### src/rtl/hilo_pair_unit.sv
// HI/LO special-register pair: independent bus loads per half, atomic timed
// multiply/divide commit of both halves, busy/stall interlock and sticky conflict flag.
module hilo_pair_unit #(
  parameter int                    DATA_WIDTH  = 32,
  parameter int                    MUL_LATENCY = 4,
  parameter int                    DIV_LATENCY = 8,
  parameter logic [DATA_WIDTH-1:0] INIT_HI     = {DATA_WIDTH{1'b0}},
  parameter logic [DATA_WIDTH-1:0] INIT_LO     = {DATA_WIDTH{1'b0}}
) (
  input  logic                  clock,
  input  logic                  clear,
  input  logic                  HIin,
  input  logic                  LOin,
  input  logic [DATA_WIDTH-1:0] BusMuxOut,
  input  logic                  start_mul,
  input  logic                  start_div,
  input  logic [DATA_WIDTH-1:0] alu_hi,
  input  logic [DATA_WIDTH-1:0] alu_lo,
  input  logic                  HIout,
  input  logic                  LOout,
  output logic [DATA_WIDTH-1:0] BusMuxInHI,
  output logic [DATA_WIDTH-1:0] BusMuxInLO,
  output logic                  busy,
  output logic                  done,
  output logic                  stall,
  output logic                  wr_conflict
);

  localparam int MAX_LAT = (MUL_LATENCY > DIV_LATENCY) ? MUL_LATENCY : DIV_LATENCY;
  localparam int CNT_W   = (MAX_LAT > 1) ? $clog2(MAX_LAT) : 1;

  localparam logic [CNT_W-1:0] CNT_ZERO = {CNT_W{1'b0}};
  localparam logic [CNT_W-1:0] CNT_ONE  = CNT_W'(1);
  localparam logic [CNT_W-1:0] MUL_CNT  = CNT_W'(MUL_LATENCY - 1);
  localparam logic [CNT_W-1:0] DIV_CNT  = CNT_W'(DIV_LATENCY - 1);

  typedef enum logic [0:0] {
    IDLE = 1'b0,
    RUN  = 1'b1
  } state_e;

  state_e                state_q, state_d;
  logic [CNT_W-1:0]      cnt_q, cnt_d;
  logic [DATA_WIDTH-1:0] hi_q, hi_d;
  logic [DATA_WIDTH-1:0] lo_q, lo_d;
  logic [DATA_WIDTH-1:0] pend_hi_q, pend_hi_d;
  logic [DATA_WIDTH-1:0] pend_lo_q, pend_lo_d;
  logic                  done_q, done_d;
  logic                  conf_q, conf_d;

  // State, counter, register pair, pending result and flags.
  always_ff @(posedge clock or posedge clear) begin
    if (clear) begin
      state_q   <= IDLE;
      cnt_q     <= CNT_ZERO;
      hi_q      <= INIT_HI;
      lo_q      <= INIT_LO;
      pend_hi_q <= {DATA_WIDTH{1'b0}};
      pend_lo_q <= {DATA_WIDTH{1'b0}};
      done_q    <= 1'b0;
      conf_q    <= 1'b0;
    end else begin
      state_q   <= state_d;
      cnt_q     <= cnt_d;
      hi_q      <= hi_d;
      lo_q      <= lo_d;
      pend_hi_q <= pend_hi_d;
      pend_lo_q <= pend_lo_d;
      done_q    <= done_d;
      conf_q    <= conf_d;
    end
  end

  // Next-state: bus loads and start capture in IDLE, countdown and commit in RUN.
  always_comb begin
    state_d   = state_q;
    cnt_d     = cnt_q;
    hi_d      = hi_q;
    lo_d      = lo_q;
    pend_hi_d = pend_hi_q;
    pend_lo_d = pend_lo_q;
    done_d    = 1'b0;
    conf_d    = conf_q;

    case (state_q)
      IDLE: begin
        if (HIin) begin
          hi_d = BusMuxOut;
        end else begin
          hi_d = hi_q;
        end
        if (LOin) begin
          lo_d = BusMuxOut;
        end else begin
          lo_d = lo_q;
        end
        // Multiply has priority; a simultaneous divide request is a conflict.
        if (start_mul) begin
          pend_hi_d = alu_hi;
          pend_lo_d = alu_lo;
          cnt_d     = MUL_CNT;
          state_d   = RUN;
          if (start_div) begin
            conf_d = 1'b1;
          end else begin
            conf_d = conf_q;
          end
        end else if (start_div) begin
          pend_hi_d = alu_hi;
          pend_lo_d = alu_lo;
          cnt_d     = DIV_CNT;
          state_d   = RUN;
        end else begin
          state_d = IDLE;
        end
      end
      RUN: begin
        if (HIin || LOin || start_mul || start_div) begin
          conf_d = 1'b1;
        end else begin
          conf_d = conf_q;
        end
        if (cnt_q == CNT_ZERO) begin
          hi_d    = pend_hi_q;
          lo_d    = pend_lo_q;
          done_d  = 1'b1;
          state_d = IDLE;
        end else begin
          cnt_d = cnt_q - CNT_ONE;
        end
      end
      default: begin
        state_d = IDLE;
      end
    endcase
  end

  assign BusMuxInHI  = hi_q;
  assign BusMuxInLO  = lo_q;
  assign busy        = (state_q == RUN);
  assign stall       = busy & (HIout | LOout);
  assign done        = done_q;
  assign wr_conflict = conf_q;

endmodule
### config.mk
export PLATFORM = sky130hd
export DESIGN_NAME = hilo_pair_unit
export DESIGN_NICKNAME = d
export VERILOG_FILES = /design/src/rtl/hilo_pair_unit.sv
export SDC_FILE = /design/constraint.sdc
export NUM_CORES = 1
export LEC_CHECK = 0
export CAP_MARGIN = 20
export CORE_MARGIN = 4
export CORE_UTILIZATION = 50
export CTS_CLUSTER_DIAMETER = 50
export DETAILED_ROUTE_END_ITERATION = 8
export PLACE_DENSITY_LB_ADDON = 0.3
export SETUP_SLACK_MARGIN = 0.5
export SLEW_MARGIN = 10
export SYNTH_ARGS = -nofsm -noshare
export SYNTH_HDL_FRONTEND = slang
export SYNTH_SLANG_ARGS = --single-unit
### constraint.sdc
create_clock -name clock -period 10.6 [get_ports clock]
set_clock_uncertainty 0.2 [all_clocks]
set_input_delay 2.12 -clock clock [delete_from_list [all_inputs] [get_ports clock]]
set_output_delay 2.12 -clock clock [all_outputs]
set_load 0.01 [all_outputs]
# Yosys cells after proc, flatten, opt, wreduce, memory -nomap -nowiden
# Cells that the tools add are included.
[totals]
register_bits = 134
word_cells = 54
[op_classes]
n_addsub = 1
eq_ne = 8
muxes = 24
bitwise_logic = 3
reduce_logical = 10
[op_table]
columns = ["op", "n"]
rows = [
  ["$mux W32", 8],
  ["$pmux W32 S2", 2],
  ["$ne A2 B2 Y1 const B", 5],
  ["$mux W3", 3],
  ["$mux W1", 8],
  ["$reduce_and A2 Y1", 4],
  ["$pmux W3 S2", 1],
  ["$ne A2 B1 Y1 const B", 2],
  ["$pmux W1 S2", 2],
  ["$logic_not A3 Y1", 1],
  ["$logic_or A1 B1 Y1", 3],
  ["$ne A3 B3 Y1 const B", 1],
  ["$reduce_and A3 Y1", 1],
  ["$sub A3 B1 Y3 const B", 1],
  ["$reduce_bool A2 Y1", 1],
  ["$and A1 B1 Y1", 1],
  ["$not A1 Y1", 1],
  ["$or A1 B1 Y1", 1],
]

# Depth between registers and ports, before layout
# Gate-level depths: netlist of the first run.
[depth]
word_depth = 5
mapped_depth = 8
ltp_nobuf = 6

# Least setup slack after synthesis of the first run
# No wires, ideal clock.
[synth_path]
path_type = "input port to output port"
startpoint = "input port LOout"
endpoint = "output port stall"
arrival_ns = 2.316
required_time_ns = 8.280
slack_ns = 5.964
stages = 1
n_path_buf = 0
cell_sequence = "o21a_1"
[synth_between]
elab_chain_cells = 2
[synth_lines]
columns = ["element", "line", "source"]
rows = [
  ["start: declaration", "20", "input logic LOout,"],
  ["$or A1 B1 Y1", "141", "assign stall = busy & (HIout | LOout);"],
  ["$and A1 B1 Y1", "141", ""],
  ["end: declaration", "25", "output logic stall,"],
]
# Every way passes these cells.

# Final worst setup path of the first run
# Ends and elaborated chain as after synthesis.

==> results of run 1 <==
[final cells by class]
type                            instances  area (um^2)  area share
Clock buffer                           25          494      0.0627
Clock inverter                          4         45.0     0.00572
Inverter                                4         17.5     0.00222
Multi-Input combinational cell        216         2040       0.259
Sequential cell                       134         3350       0.425
Tap cell                              140          175      0.0222
Timing Repair Buffer                  177         1760       0.223
[registers in the layout (all words and copies together) (netlist names)]
name	cells
pend_hi_q	32
wr_conflict	1
pend_lo_q	32
BusMuxInHI	32
cnt_q	3
done	1
BusMuxInLO	32
busy	1
[kinds of logic (layout without fill, tap and decap cells)]
logic type | count (synthesis) | after routing
flip-flops | 134 | 134
buffers and inverters | 32 | 210
adder cells (fa/ha/maj) | 2 | 2
AND/OR/NAND/NOR | 78 | 78
AO/OA/AOI/OAI | 72 | 72
multiplexers | 64 | 64
[critical path, stage by stage]
cell and delay [ns]:
clkdlybuf4s50_1 0.45, o21a_1 0.12, clkdlybuf4s50_1 0.53
[synthesized netlist by cell type (all sizes together), types with 2 or more instances]
| cell type | count |
|---|---|
| buf | 18 |
| nand2b | 60 |
| inv | 4 |
| o21a | 3 |
| nand3 | 2 |
| mux2 | 64 |
| o21bai | 2 |
| ha | 2 |
| nor2 | 2 |
| nor2b | 3 |
| o221a | 64 |
| clkbuf | 10 |
| or2b | 6 |
| dfrtp | 134 |
[per-layer routing]
layer  GRT usage  wire (um)  up-vias
met5           0          0        -
met4       0.114        435        0
li1            -          -     1750
met1       0.309       6300     2009
met3      0.0653        867       39
met2       0.377       7040      153
[metrics by stage]
stage	instance area, um^2	power (mW)	utilization
after floorplan	5590	1.52	-
after global placement	7340	1.89	0.674
after detailed placement	7340	1.94	0.674
after CTS	7880	2.50	0.724
after global routing	7880	2.61	0.724
final	7880	2.47	0.724
[worst paths after layout]
kind | from | to | slack, ns
worst min register to register | cnt_q[1]$_DFFE_PP0P_ | cnt_q[1]$_DFFE_PP0P_ | 0.29
worst max-delay path | LOout | stall | 5.06
worst max register to register | cnt_q[0]$_DFFE_PP0P_ | BusMuxInLO[4]$_DFFE_PP0P_ | 7.51
worst min-delay path | cnt_q[1]$_DFFE_PP0P_ | cnt_q[1]$_DFFE_PP0P_ | 0.29
min in group asynchronous | clear | pend_lo_q[22]$_DFFE_PP0P_ | 1.89
max in group asynchronous | clear | pend_hi_q[11]$_DFFE_PP0P_ | 6.91
[power groups by stage]
stage                     Sequential [mW]  Clock (mW)  Combinational (mW)
final                               0.937       0.538                1.00
after global routing                0.966       0.573                1.07
after CTS                           0.934       0.547                1.02
after detailed placement            0.936           0                1.01
after global placement              0.920           0               0.973
after floorplan                     0.954           0               0.570
==> results by group, run 1 <==
CTS
  – CTS root buf: clkbuf_8
  – Clock latency at the later pin of the worst-skew pair: roughly 0.53 ns
  – CTS hold repair buffers: 0
  – Cts bufs inserted: 17
  – Post-CTS setup buffers: 0
  – Clk buf depth: 2
  – CTS tree: built
  – Post_cts resized: 0
  – H-tree depth: 4
  – CTS sink count: 134
  – Worst-path clk slew: ~0.06 ns

STA
  – Max_slew headroom: 0.399
  – Slew @ Worst Pin: 0.901 ns
  – RSZ-0062 raised after global routing: no
  – Fin Hold WS: around 0.29 ns
  – Smallest setup slack after layout: 5.06 ns
  – Final hold vios: 0
  – Period utilization: 0.522
  – TNS Setup: 0 ns
  – Max Freq: roughly 180 MHz
  – Max-slew violations: 0
  – Final setup viols: 0
  – Fin crit period: 5.54 ns

Critical path
  – Critical path class: input pin to primary output
  – Setup crit end kind: primary output
  – CP Launch Type: input pin
  – Crit Path Max Fanout: 1
  – R2R cell count: 7
  – Crit path DAT: around 3.2 ns
  – CP required: 8.28 ns

Drt
  – Residual DRC: 0
  – Routed wire length: 14600 um
  – Detailed Routing Iterations Pass 1: 4
  – Via count: 3951
  – Vias/cell: between 5 and 6
  – Remaining antenna violation count: 0
  – Initial DRC Count: ~280
  – Wirelength per Cell: roughly 21 um

Pwr
  – Pwr Density: 314 mW/mm^2
  – Int Pwr: 1.71 mW
  – Share of total power in sequential cells: 0.378
  – Gate power share: 0.404
  – LEAKAGE: 3.16 nW
  – Clk pwr share: 0.217
  – NetSw: 0.761 mW
  – Switching Share: 0.307
  – VDD IR-drop max: between 0.15 and 0.2 mV

Final layout
  – Area Growth Syn to Fin: 40.9%
  – Layout cells sized above 1: 0.243
  – # diodes: 0
  – Most frequent cells in the layout: clkdlybuf4s50_1 (171), dfrtp_1 (134), mux2_2 (64)
  – Most common cell after layout, fill and taps aside: clkdlybuf4s50_1
  – Fill cells: 743
  – Nets: around 660
  – Non-filler instance count after layout: 700

Floorplan
  – I/O pin count: 172
  – Number of placement rows: 38
  – Starting density of the core: 0.514
  – Die W: 114 um
  – Core ar.: 0.0109 mm^2
  – Die area: around 0.013 mm^2
  – Die Y: 114 um

Hold path
  – Worst hold path class: flip-flop to flip-flop
  – Hold Path Stages: 1

Global routing
  – First-pass GRT wire length: 23600 um
  – Grt total ovfl: 0
  – Pin count of the biggest net entering global routing: 74
  – Total GRT Usage: 0.239
  – Vias in the first global route: 4373
  – Initial antenna violation count: 0

Logic synthesis
  – Simple-gate share of the synthesized area: 0.0902
  – Syn Inst Count: approximately 380
  – Post-synth top area share: 0.600
  – Post-synthesis adder-cell area fraction: 0.00447
  – Post-Syn Nets: 488
  – Syn Area/Cell: 14.6 um^2
  – Ranking of synthesized cells by area: dfrtp_1 (60%), mux2_2 (13%), o221a_2 (6.8%)
  – Ys flop type: dfrtp_1
  – Ys async rst share: 1.00
  – Post-synthesis xor/xnor area fraction: 0
  – Synth warn: 0
  – Fraction of synthesized area in multiplexers: 0.129
  – Synth area leader: dfrtp_1
  – Synth Area in Compound Gates: 0.139
  – Post-synth EDFFs: 0
  – Distinct cells, synth: 27
  – Main combinational cell family by area after synthesis: compound AO/OA/AOI/OAI gates
  – Yosys reg bits: 134
  – Fraction of the yosys area taken by sequential cells: 0.600
  – Mapped cell area: 0.00559 mm^2

Placed design
  – DP HPWL: 9550 um
  – Routability cong.: 0.780
  – Pre-CTS worst setup slack: 5.07 ns
  – Placed Cells: 671
  – Port Buffers: approximately 170

Run
  – Max_cap viols: 0

Run status
  – Status: finished, final reports clean
Power figures use the tool's default switching activity.
==> inputs of run 2 (changes only) <==
CORE_UTILIZATION = 47   (was 50)
clock period = 5.66 ns   (was 10.6 ns; I/O delays follow)
==> run 2 against run 1 <==
  * Global-route usage shrank 2.1 points
  * Sequential share of layout area shrank 0.63 points
  * Power grew 94%
  * Sequential power grew 88%
  * Register-to-register slack lost 4.9 ns
  * Final cell count grew 0.71%
  * Clock power grew 120%
  * Count of clock-buffer cells in the layout shrank 3
  * Critical path type unchanged
==> results by group, run 2 (synthesis gave the netlist of run 1 again) <==
Run status
  – Status: finished, final reports clean

STA
  – TNS Setup: 0 ns
  – Fin crit period: roughly 3.6 ns
  – Max Freq: 281 MHz
  – Final hold vios: 0
  – RSZ-0062 raised after global routing: no
  – Max-slew violations: 0
  – Final setup viols: 0
  – Slew @ Worst Pin: 1.07 ns
  – Period utilization: 0.629
  – Max_slew headroom: 0.285

Placed design
  – Port Buffers: 171
  – DP HPWL: roughly 9700 um
  – Routability cong.: 0.806
  – Placed inst area: 0.00738 mm^2

Hold path
  – Worst hold path class: flip-flop to flip-flop

Drt
  – Vias/cell: 5.53
  – Detailed Routing Iterations Pass 1: 5
  – Residual DRC: 0
  – Routed wire length: approximately 14000 um
  – Wirelength per Cell: 20.6 um
  – Via count: 3897
  – Remaining antenna violation count: 0
  – Initial DRC Count: 272

Critical path
  – Setup crit end kind: primary output
  – CP top delay family: buffers and inverters
  – CP bufs+invs: 2
  – Crit path cell chain: clkdlybuf4s50_1 -> o21a_1 -> clkdlybuf4s50_1
  – CP Launch Type: input pin
  – Worst path max stage delay: 0.53 ns
  – Crit path DAT: 2.23 ns
  – Worst path slowest cell: clkdlybuf4s50_1
  – Critical path class: input pin to primary output
  – Most used cell, CP: clkdlybuf4s50_1
  – Crit Path Max Fanout: 1
  – CP required: 4.33 ns

Floorplan
  – Die area: 0.0137 mm^2
  – I/O pin count: 172
  – Core ar.: approximately 0.012 mm^2
  – Die Y: 117 um
  – Die W: around 120 um
  – Number of placement rows: 39
  – Starting density of the core: 0.486

Final layout
  – Final instance area: 0.00800 mm^2
  – Layout cells sized above 1: 0.247
  – Most common cell after layout, fill and taps aside: clkdlybuf4s50_1
  – Most frequent cells in the layout: clkdlybuf4s50_1 (171), dfrtp_1 (134), mux2_2 (64)
  – # diodes: 0
  – Nets: 655
  – Area Growth Syn to Fin: 43.0%

CTS
  – Worst-path clk slew: 0.05 ns
  – H-tree depth: 4
  – Clk buf depth: 2
  – CTS sink count: 134
  – Cts bufs inserted: 17
  – Post-CTS setup buffers: 0
  – CTS hold repair buffers: 0
  – CTS tree: built
  – Post_cts resized: 0
  – CTS root buf: clkbuf_16
  – Clock latency at the later pin of the worst-skew pair: between 0.4 and 0.5 ns

Global routing
  – Vias in the first global route: ~4200
  – Total GRT Usage: 0.219
  – Grt total ovfl: 0
  – Initial antenna violation count: 0
  – Pin count of the biggest net entering global routing: 135
  – First-pass GRT wire length: 22400 um

Pwr
  – VDD IR-drop max: 0.400 mV
  – Pwr Density: about 600 mW/mm^2
  – LEAKAGE: between 3 and 4 nW

Run
  – Max_cap viols: 0
-- run 2: routing by layer --
| layer | up-vias | GRT usage | share of wire |
|---|---|---|---|
| li1 | 1752 | - | - |
| met1 | 1979 | 0.292 | 0.43 |
| met2 | 146 | 0.347 | 0.49 |
| met3 | 20 | 0.0519 | 0.061 |
| met4 | 0 | 0.0894 | 0.019 |
| met5 | - | 0 | 0 |
-- run 2: per-stage QoR --
| stage | hold slack (ns) | power (mW) | instances | setup slack (ns) | utilization |
|---|---|---|---|---|---|
| 2_1_floorplan | 0.264 | 2.85 | 382 | 0.745 | - |
| 3_3_place_gp | 0.272 | 3.55 | 672 | 1.66 | 0.639 |
| 3_5_place_dp | 0.262 | 3.66 | 673 | 1.86 | 0.640 |
| 4_1_cts | 0.285 | 4.84 | 705 | 2.10 | 0.695 |
| 5_1_grt | 0.316 | 5.05 | 705 | 2.06 | 0.695 |
| 6_report | 0.285 | 4.80 | 705 | 2.10 | 0.695 |
-- run 2: layout make-up --
| class | instances | area, um^2 |
|---|---|---|
| clock buffers | 22 | 474 |
| clock inverters | 10 | 150 |
| fillers | 784 | 3520 |
| inverters | 4 | 17.5 |
| multi-input cells | 216 | 2040 |
| flip-flops and latches | 134 | 3350 |
| well taps | 143 | 179 |
| repair buffers | 176 | 1780 |
-- run 2: path summary, 6_finish.rpt --
| check | slack, ns | end | start | depth (start not counted) |
|---|---|---|---|---|
| setup reg to reg | 2.57 | BusMuxInHI[16]$_DFFE_PP0P_ | cnt_q[0]$_DFFE_PP0P_ | 6 |
| setup / recovery | 2.10 | stall | LOout | 3 |
| min in group asynchronous | 1.03 | BusMuxInHI[2]$_DFFE_PP0P_ | clear | 3 |
| hold / removal | 0.28 | wr_conflict$_DFFE_PP0P_ | wr_conflict$_DFFE_PP0P_ | 1 |
| max in group asynchronous | 3.64 | pend_hi_q[12]$_DFFE_PP0P_ | clear | 3 |
| hold reg to reg | 0.28 | wr_conflict$_DFFE_PP0P_ | wr_conflict$_DFFE_PP0P_ | 1 |
-- run 2: worst reg2reg max path, delay by kind of cell, from the launching register on --
kind,cells,cell delay (ns)
adders and majority gates,1,0.24
and+or+nand+nor,2,1.45
DFF,1,0.39
AOI/OAI and AO/OA,1,0.26
buffers and inverters,2,0.49
-- run 2: power breakdown --
| group | internal (mW) | leakage, nW | switching [mW] | total [mW] |
|---|---|---|---|---|
| sequential | 1.46 | 1.54 | 0.302 | 1.76 |
| clock | 0.767 | 0.313 | 0.390 | 1.16 |
| combinational | 1.13 | 1.36 | 0.745 | 1.88 |
